### config.mk
export PLATFORM = sky130hd
export DESIGN_NAME = ps2_host_tx
export DESIGN_NICKNAME = d
export VERILOG_FILES = /design/src/rtl/ps2_host_tx.sv
export SDC_FILE = /design/constraint.sdc
export NUM_CORES = 1
export LEC_CHECK = 0
export CORE_UTILIZATION = 45
export DETAILED_ROUTE_END_ITERATION = 16
export PLACE_DENSITY = 0.61
export RECOVER_POWER = 100
export SYNTH_ARGS = -nofsm -noshare
export SYNTH_HDL_FRONTEND = slang
export SYNTH_SLANG_ARGS = --single-unit
### constraint.sdc
create_clock -name CLK -period 3.3 [get_ports CLK]
set_clock_uncertainty 0.15 [all_clocks]
set_input_delay 0.33 -clock CLK [delete_from_list [all_inputs] [get_ports CLK]]
set_output_delay 0.33 -clock CLK [all_outputs]
set_load 0.01 [all_outputs]
### src/rtl/ps2_host_tx.sv
// rtl/ps2_host_tx.sv - PS/2 host-to-device command transmitter (inhibit, start, 8 data, odd parity, stop, ACK).
// Define PS2_TX_TIMEOUT_EN to add the device-clock watchdog.
module ps2_host_tx #(
    parameter int INHIBIT_CYCLES = 5000,
    parameter int TIMEOUT_CYCLES = 1000000
) (
    input  logic       CLK,
    input  logic       RST_N,
    input  logic [7:0] tx_data,
    input  logic       tx_valid,
    output logic       tx_ready,
    input  logic       PS2_CLK_IN,
    input  logic       PS2_DATA_IN,
    output logic       PS2_CLK_OE,
    output logic       PS2_DATA_OE,
    output logic       done,
    output logic       err
);

    localparam int INH_W = $clog2(INHIBIT_CYCLES + 1);

    typedef enum logic [2:0] {
        S_IDLE,
        S_INHIBIT,
        S_START,
        S_XFER,
        S_ACK,
        S_RELEASE
    } state_t;

    state_t           state_q, state_d;
    logic [1:0]       clk_sync, data_sync;
    logic             clk_prev;
    logic             clk_s, data_s, fe;
    logic [INH_W-1:0] inh_q, inh_d;
    logic [3:0]       n_q, n_d;
    logic [2:0]       bit_idx;
    logic [7:0]       data_q;
    logic             parity_q;
    logic             ack_ok_q, ack_ok_d;
    logic             done_q, done_d, err_q, err_d;
    logic             clk_oe, data_oe;

    assign clk_s   = clk_sync[1];
    assign data_s  = data_sync[1];
    assign fe      = clk_prev & ~clk_s;
    assign bit_idx = 3'(n_q - 4'd1);

`ifdef PS2_TX_TIMEOUT_EN
    localparam int WD_W = $clog2(TIMEOUT_CYCLES + 1);
    logic [WD_W-1:0] wd_q;
    logic            wd_active, wd_expired;

    assign wd_active  = (state_q == S_XFER) || (state_q == S_ACK) || (state_q == S_RELEASE);
    assign wd_expired = wd_active && !fe && (wd_q == WD_W'(TIMEOUT_CYCLES - 1));

    // Cleared on every device edge and outside the device-clocked states (covers XFER entry).
    always_ff @(posedge CLK) begin
        if (!RST_N || fe || !wd_active) begin
            wd_q <= '0;
        end else begin
            wd_q <= wd_q + WD_W'(1);
        end
    end
`endif

    always_ff @(posedge CLK) begin
        if (!RST_N) begin
            state_q   <= S_IDLE;
            clk_sync  <= 2'b11;
            data_sync <= 2'b11;
            clk_prev  <= 1'b1;
            inh_q     <= '0;
            n_q       <= '0;
            data_q    <= '0;
            parity_q  <= 1'b0;
            ack_ok_q  <= 1'b0;
            done_q    <= 1'b0;
            err_q     <= 1'b0;
        end else begin
            state_q   <= state_d;
            clk_sync  <= {clk_sync[0], PS2_CLK_IN};
            data_sync <= {data_sync[0], PS2_DATA_IN};
            clk_prev  <= clk_s;
            inh_q     <= inh_d;
            n_q       <= n_d;
            ack_ok_q  <= ack_ok_d;
            done_q    <= done_d;
            err_q     <= err_d;
            if (state_q == S_IDLE && tx_valid) begin
                data_q   <= tx_data;
                parity_q <= ~^tx_data;
            end
        end
    end

    always_comb begin
        state_d  = state_q;
        inh_d    = inh_q;
        n_d      = n_q;
        ack_ok_d = ack_ok_q;
        done_d   = 1'b0;
        err_d    = 1'b0;
        clk_oe   = 1'b0;
        data_oe  = 1'b0;

        case (state_q)
            S_IDLE: begin
                if (tx_valid) begin
                    state_d  = S_INHIBIT;
                    inh_d    = '0;
                    n_d      = '0;
                    ack_ok_d = 1'b0;
                end
            end
            S_INHIBIT: begin
                clk_oe = 1'b1;
                if (inh_q == INH_W'(INHIBIT_CYCLES - 1)) begin
                    state_d = S_START;
                end else begin
                    inh_d = inh_q + INH_W'(1);
                end
            end
            S_START: begin
                clk_oe  = 1'b1;
                data_oe = 1'b1;
                state_d = S_XFER;
            end
            S_XFER: begin
                // n counts device falling edges seen; the line shows the bit due after edge n.
                if (n_q == 4'd0) begin
                    data_oe = 1'b1;
                end else if (n_q == 4'd9) begin
                    data_oe = ~parity_q;
                end else begin
                    data_oe = ~data_q[bit_idx];
                end
                if (fe) begin
                    n_d = n_q + 4'd1;
                    if (n_q == 4'd9) begin
                        state_d = S_ACK;
                    end
                end
            end
            S_ACK: begin
                if (fe) begin
                    state_d  = S_RELEASE;
                    ack_ok_d = ~data_s;
                    err_d    = data_s;
                end
            end
            S_RELEASE: begin
                if (clk_s && data_s) begin
                    state_d = S_IDLE;
                    done_d  = ack_ok_q;
                end
            end
            default: begin
                state_d = S_IDLE;
            end
        endcase

`ifdef PS2_TX_TIMEOUT_EN
        if (wd_expired) begin
            state_d = S_IDLE;
            done_d  = 1'b0;
            err_d   = 1'b1;
        end
`endif
    end

    assign tx_ready    = (state_q == S_IDLE);
    assign PS2_CLK_OE  = clk_oe;
    assign PS2_DATA_OE = data_oe;
    assign done        = done_q;
    assign err         = err_q;

endmodule

# After elaboration in Yosys (flattened, before gate mapping)
# Index checks and enable logic that the tools add are counted.
[classes]
n_addsub = 3
n_lt_le_gt_ge = 1
eq_ne = 14
mux = 22
bitwise = 5
n_reduce_logical = 15
[op_table]
columns = ["operator", "n"]
rows = [
  ["$mux 13", 2],
  ["$pmux 13 s2", 1],
  ["$mux 3", 6],
  ["$pmux 3 s6", 1],
  ["$reduce_and 3->1", 5],
  ["$ne 2x2->1 const B", 7],
  ["$add 13x1->13 const B", 1],
  ["$eq 13x13->1 const B", 1],
  ["$mux 4", 2],
  ["$pmux 4 s2", 1],
  ["$reduce_xnor 8->1", 1],
  ["$eq 3x2->1 const B", 2],
  ["$eq 3x3->1 const B", 2],
  ["$mux 1", 6],
  ["$reduce_and 6->1", 1],
  ["$reduce_bool 2->1", 3],
  ["$add 4x1->4 const B", 1],
  ["$eq 4x4->1 const B", 1],
  ["$logic_not 4->1", 1],
  ["$lt 3x4->1 const B", 1],
  ["$not 1->1", 4],
  ["$pmux 1 s2", 2],
  ["$bmux 1 s3", 1],
  ["$eq 3x1->1 const B", 1],
  ["other kinds (5)", 6],
]
[totals]
ff_bits = 37
wordCells = 71

# Depth between registers and ports, before layout
# Gate-level depths: netlist (run 1).
[depth]
ltp_word = 7
ltp_mapped = 8

# Least setup slack after synthesis (run 1)
# OpenSTA, ideal clock, no wires.
[synth_path]
path_kind = "flip-flop to output port"
start = "register n_q[0]"
end = "output PS2_DATA_OE"
t_arrival_ns = 1.879
t_required_ns = 2.820
slack_ns = 0.941
stages_incl_launch_ff = 6
n_path_buf = 0
path_cell_list = "dfxtp_1 -> inv_1 -> ha_1 -> mux4_2 -> mux2_2 -> o21ai_0"
[synth_via]
elab_chain_len = 7
[synth_lines]
columns = ["element", "line_no", "source"]
rows = [
  ["from (decl)", "36", "logic [3:0] n_q, n_d;"],
  ["from (signal assigned)", "86", "n_q <= n_d;"],
  ["$sub 3x1->3", "47", "assign bit_idx = 3'(n_q - 4'd1);"],
  ["$bmux 1 s3", "136", "data_oe = ~data_q[bit_idx];"],
  ["$mux 1 (implied by the code)", "136", ""],
  ["$not 1->1", "136", ""],
  ["$mux 1", "133", "end else if (n_q == 4'd9) begin"],
  ["$mux 1 (*)", "131", "if (n_q == 4'd0) begin"],
  ["$pmux 1 s2 (*)", "107", "case (state_q)"],
  ["to (decl)", "15", "output logic PS2_DATA_OE,"],
]
# Every way passes the cells marked *; elsewhere a longest branch is shown, timed or not. The select of a mux whose other input is x is not followed.

# Worst setup path after layout (run 1)
[layout_path]
start = "register n_q[1]"
end = "output PS2_DATA_OE"
# Same word-level chain as after synthesis.

==> results.md, run 1 <==
Status:
- The run finished with clean final reports.

Critical path:
- For the worst setup path, the data required time is 2820 ps.
- The cell class contributing the biggest share of worst-path delay is multiplexers.
- The endpoint arrival time on the critical path is 2630 ps.
- The startpoint kind of the worst setup timing path is a flop.
- The largest stage delay on the critical path is 570 ps.
- The number of buffers and inverters on the critical path is 2.
- Of all nets on the critical path, the largest fanout is 4.
- The endpoint class of the critical path is an output pin.
- The classification of the worst setup path is reg -> out.
- Traced cell by cell, the critical path runs through inv_1 > ha_1 > mux4_2 > mux2_2 > o21ai_0 > clkdlybuf4s50_1.
- For this design, the slowest cell found on the critical path is sky130_fd_sc_hd__clkdlybuf4s50_1.

Synthesis:
- For this run, the register share of the synthesized area comes to 0.4058.
- The distinct cell type count of the synthesized netlist is 37.
- The proportion of synthesized flip-flops having asynchronous set or reset is 0.
- After synthesis, the most frequently instantiated cells are sky130_fd_sc_hd__dfxtp_1, sky130_fd_sc_hd__nand2_1, sky130_fd_sc_hd__nor2_1, sky130_fd_sc_hd__xor2_1, sky130_fd_sc_hd__a21boi_0.
- Sorting the synthesized cells by area gives the leading types as sky130_fd_sc_hd__dfxtp_1, sky130_fd_sc_hd__xor2_1, sky130_fd_sc_hd__nand2_1, sky130_fd_sc_hd__a21boi_0, sky130_fd_sc_hd__nor2_1.
- The most instantiated library cell after synthesis is sky130_fd_sc_hd__dfxtp_1.
- The number of enable flip-flop cells after synthesis is 0.
- After synthesis, the share of cell area in mux cells is 0.03633.
- The share of synthesized area in the top cell type comes to 0.4058.
- The total number of yosys warnings is 0.
- The cell type with the largest total area after synthesis is sky130_fd_sc_hd__dfxtp_1.
- The synthesized design contains 37 register bits.
- The share of synthesized cell area in full adder, half adder and majority cells is 0.03427.
- The most used flip-flop cell after synthesis is sky130_fd_sc_hd__dfxtp_1.
- The netlist area before placement is 0.001826 mm².
- The post-synthesis net count is 227.
- Averaged over all synthesized cells, the footprint is 8.734 µm².
- Synthesis produced 209 cells.
- The share of the synthesized area in compound gates (AO/OA/AOI/OAI) was 0.1583.
- By area, the combinational part of the netlist is dominated by simple AND/OR/NAND/NOR gates.
- Of the total synthesized cell area, the portion taken by AND, OR, NAND and NOR gates is 0.2310.
- Of the total synthesized cell area, the portion taken by XOR and XNOR cells is 0.1008.

CTS:
- Post-CTS timing repair inserted 0 buffers for setup.
- The cell sitting at the root of the clock tree is a sky130_fd_sc_hd__clkbuf_8.
- The depth of the CTS H-tree is 2.
- TritonCTS built the clock tree.
- The buffer depth of the longest clock path is 2.
- Buffers inserted during clock tree synthesis total 5.
- The post-cts repair resize count is 0.
- Clock tree synthesis found a total of 37 sinks.
- Buffers inserted to repair hold after CTS numbered 0.
- The source-to-sink clock delay at the later pin of the worst-skew pair is 290 ps.
- The CTS clock-pin slew for the worst setup and hold paths is 70 ps.

Floorplan:
- The initial utilization of the core area, before any placement, comes to 0.4841.
- The area of the die is 0.004315 mm².
- For this design the top-level I/O count stands at 18.
- From left edge to right edge, the die measures 65.69 µm.
- The floorplan step set the die height to 65.69 µm.
- After floorplanning, the core was divided into 22 placement rows.
- The core footprint is 0.003771 mm².

Route:
- The initial detailed-routing violation count is 43.
- The via density per instance is 5.451.
- The detail route stage leaves a number of antenna-violating nets equal to 0.
- The number of DRC violations after detailed routing is 0.
- For this run, the detailed router's first-pass iteration total came to 4.
- The total number of vias is 1499.
- The total wirelength of the detailed-routed design is 3609 µm.
- In the final routed layout, each cell accounts on average for 13.12 µm.

GRT:
- The via count of the first global-routing pass is 1448.
- The global router's overall resource usage is 0.1996.
- The initial antenna violation count is 0.
- For this run, global-route usage on met1 was measured as 0.2589.
- The maximum number of pins on one net before global-route repair is 25.
- For this run, global-route usage on met2 was measured as 0.3074.
- The first global-routing pass estimated 6499 µm of wire.
- The total congestion overflow after global routing is 0.
- The layer carrying the most global-route usage is met2.
- The global-route met3 utilization is 0.05556.

Placed design:
- Input and output buffers added on the ports amount to 17.
- The half-perimeter wire length after placement is 2650 µm.
- Routability-driven placement finished with a final weighted congestion of 0.7586.

Worst hold path:
- The classification of the worst-slack hold path is reg -> reg.

Power and ir drop:
- The cell leakage power is 0.7563 nW.
- The logic gate share of total power is 0.097.
- In this run the power spent charging and discharging nets is 0.2091 mW.
- The worst-case IR drop observed on VDD is 233.4 µV.
- The internal power consumption is 0.6452 mW.
- The power density over the cells is 404.7 mW/mm².
- The design draws 0.8543 mW.
- Of the total power, the clock network draws 0.356.
- The sequential share of power is 0.548.
- Of the total power, the share spent switching nets is 0.2448.

Cells and area:
- The post-layout net count is 244.
- The area added between synthesis and finish is 15.63%.
- The ratio of cells with drive above 1 in the final layout is 0.05727.
- The repair_antennas step left the layout with diodes totalling 0.

Timing:
- The transition time at the pin with the least slew margin is 945.4 ps.
- The hold violation total from the final report is 0.
- The final number of max-transition violations is 0.
- Based on the critical path, the design can be clocked at up to 0.3211 GHz.
- The final critical delay including setup and external delays is 3114 ps.
- Setup violations remaining at the end of the flow were counted as 0.
- The final cycle utilization of the critical path is 0.9437.
- Setup repair after global routing left no endpoint under its margin.
- The final hold slack is 261.5 ps.
- Summed over all failing endpoints, the final setup total negative slack is 0 ps.
- The headroom to the max-slew limit is 0.3697.

Run:
- The max-capacitance violation count is 0.
-- layer usage --
layer,part of all wire,up-vias
met5,0,-
met4,0.013,0
met3,0.039,6
met2,0.46,19
met1,0.49,715
li1,-,759
-- per-stage QoR --
step | util | worst slack [ps] | std cells | instance area (µm²)
6_report | 0.5597 | 185.9 | 275 | 2111
5_1_grt | 0.5597 | 21.88 | 275 | 2111
4_1_cts | 0.5617 | 162.3 | 275 | 2118
3_5_place_dp | 0.5388 | 508.1 | 267 | 2032
3_3_place_gp | 0.5388 | 574.5 | 267 | 2032
2_1_floorplan | - | 940.6 | 209 | 1826
-- path summary, 6_finish.rpt --
path	end	slack, ps	start	depth (start not counted)
setup / recovery	PS2_DATA_OE	190	n_q[1]	6
hold / removal	data_sync[1]	260	data_sync[0]	1
setup reg to reg	n_q[3]	1000	state_q[0]	6
hold reg to reg	data_sync[1]	260	data_sync[0]	1
-- cells by family (layout without fill, tap and decap cells) --
kind of cell / count (synthesis) / in the layout
AND/OR/NAND/NOR: 84 / 84
adder cells (fa/ha/maj): 5 / 5
buffers and inverters: 14 / 32
multiplexers: 4 / 4
AO/OA/AOI/OAI: 44 / 44
flip-flops: 37 / 37
XOR/XNOR: 21 / 21
-- state kept, by name, summed over array words and instances (netlist names) --
register	flops
n_q	4
clk_prev	1
data_sync	2
inh_q	13
parity_q	1
err	1
clk_sync	2
data_q	8
done	1
ack_ok_q	1
state_q	3
-- power groups by stage --
stage               Sequential, mW  Combinational [mW]  Clock, mW
CTS                          0.468              0.0861      0.314
global route                 0.469              0.0932      0.339
floorplan                    0.474              0.0575          0
global placement             0.478              0.0843          0
detailed placement           0.478              0.0860          0
finish                       0.468              0.0826      0.304
-- cells in the final DEF (no fill, tap or decap), types with 2 or more instances in the layout --
cell type / Yosys / layout
sky130_fd_sc_hd__clkdlybuf4s50_1: 0 / 12
sky130_fd_sc_hd__o2111ai_1: 6 / 6
sky130_fd_sc_hd__nor3_1: 6 / 6
sky130_fd_sc_hd__nor2_1: 19 / 19
sky130_fd_sc_hd__a21boi_0: 12 / 12
sky130_fd_sc_hd__nand3b_1: 2 / 2
sky130_fd_sc_hd__nand3_1: 4 / 4
sky130_fd_sc_hd__inv_1: 4 / 4
sky130_fd_sc_hd__or4b_1: 3 / 3
sky130_fd_sc_hd__mux4_2: 2 / 2
sky130_fd_sc_hd__o21a_1: 2 / 2
sky130_fd_sc_hd__o21ai_1: 2 / 2
sky130_fd_sc_hd__o21ai_0: 10 / 10
sky130_fd_sc_hd__nor2b_1: 4 / 4
sky130_fd_sc_hd__a21oi_1: 8 / 8
sky130_fd_sc_hd__dfxtp_1: 37 / 37
sky130_fd_sc_hd__and3_1: 4 / 4
sky130_fd_sc_hd__dlygate4sd3_1: 0 / 5
sky130_fd_sc_hd__clkbuf_8: 0 / 5
sky130_fd_sc_hd__clkbuf_1: 7 / 2
sky130_fd_sc_hd__xor2_1: 14 / 14
sky130_fd_sc_hd__xnor2_1: 7 / 7
sky130_fd_sc_hd__o211ai_1: 2 / 2
sky130_fd_sc_hd__ha_1: 5 / 5
sky130_fd_sc_hd__nand4_1: 2 / 2
sky130_fd_sc_hd__clkinv_2: 0 / 2
sky130_fd_sc_hd__nand2b_1: 8 / 8
sky130_fd_sc_hd__nand2_1: 26 / 26
-- area by class of cell --
cell class / count / area [µm²]
repair buffers: 20 / 185.2
flip-flops and latches: 37 / 740.7
clock buffers: 5 / 68.82
multi-input cells: 158 / 1023
inverters: 4 / 15.01
well taps: 48 / 60.06
clock inverters: 3 / 17.52
fillers: 340 / 1660
Power figures use the tool's default switching activity.
==> run 2, diff against run 1 <==
--- a/config.mk
+++ b/config.mk
@@ -12,3 +12,4 @@
 export SYNTH_ARGS = -nofsm -noshare
 export SYNTH_HDL_FRONTEND = slang
 export SYNTH_SLANG_ARGS = --single-unit
+export TNS_END_PERCENT = 20
==> results of run 2 <==
Same layout as run 1: the final DEF is identical, and so are final timing and power.
==> run 3, diff against run 2 <==
--- a/config.mk
+++ b/config.mk
@@ -6,7 +6,9 @@
 export NUM_CORES = 1
 export LEC_CHECK = 0
 export CORE_UTILIZATION = 45
+export CTS_CLUSTER_DIAMETER = 100
 export DETAILED_ROUTE_END_ITERATION = 16
+export GPL_ROUTABILITY_DRIVEN = 0
 export PLACE_DENSITY = 0.61
 export RECOVER_POWER = 100
 export SYNTH_ARGS = -nofsm -noshare
==> results of run 3 <==
Same layout as run 1: the final DEF is identical, and so are final timing and power.
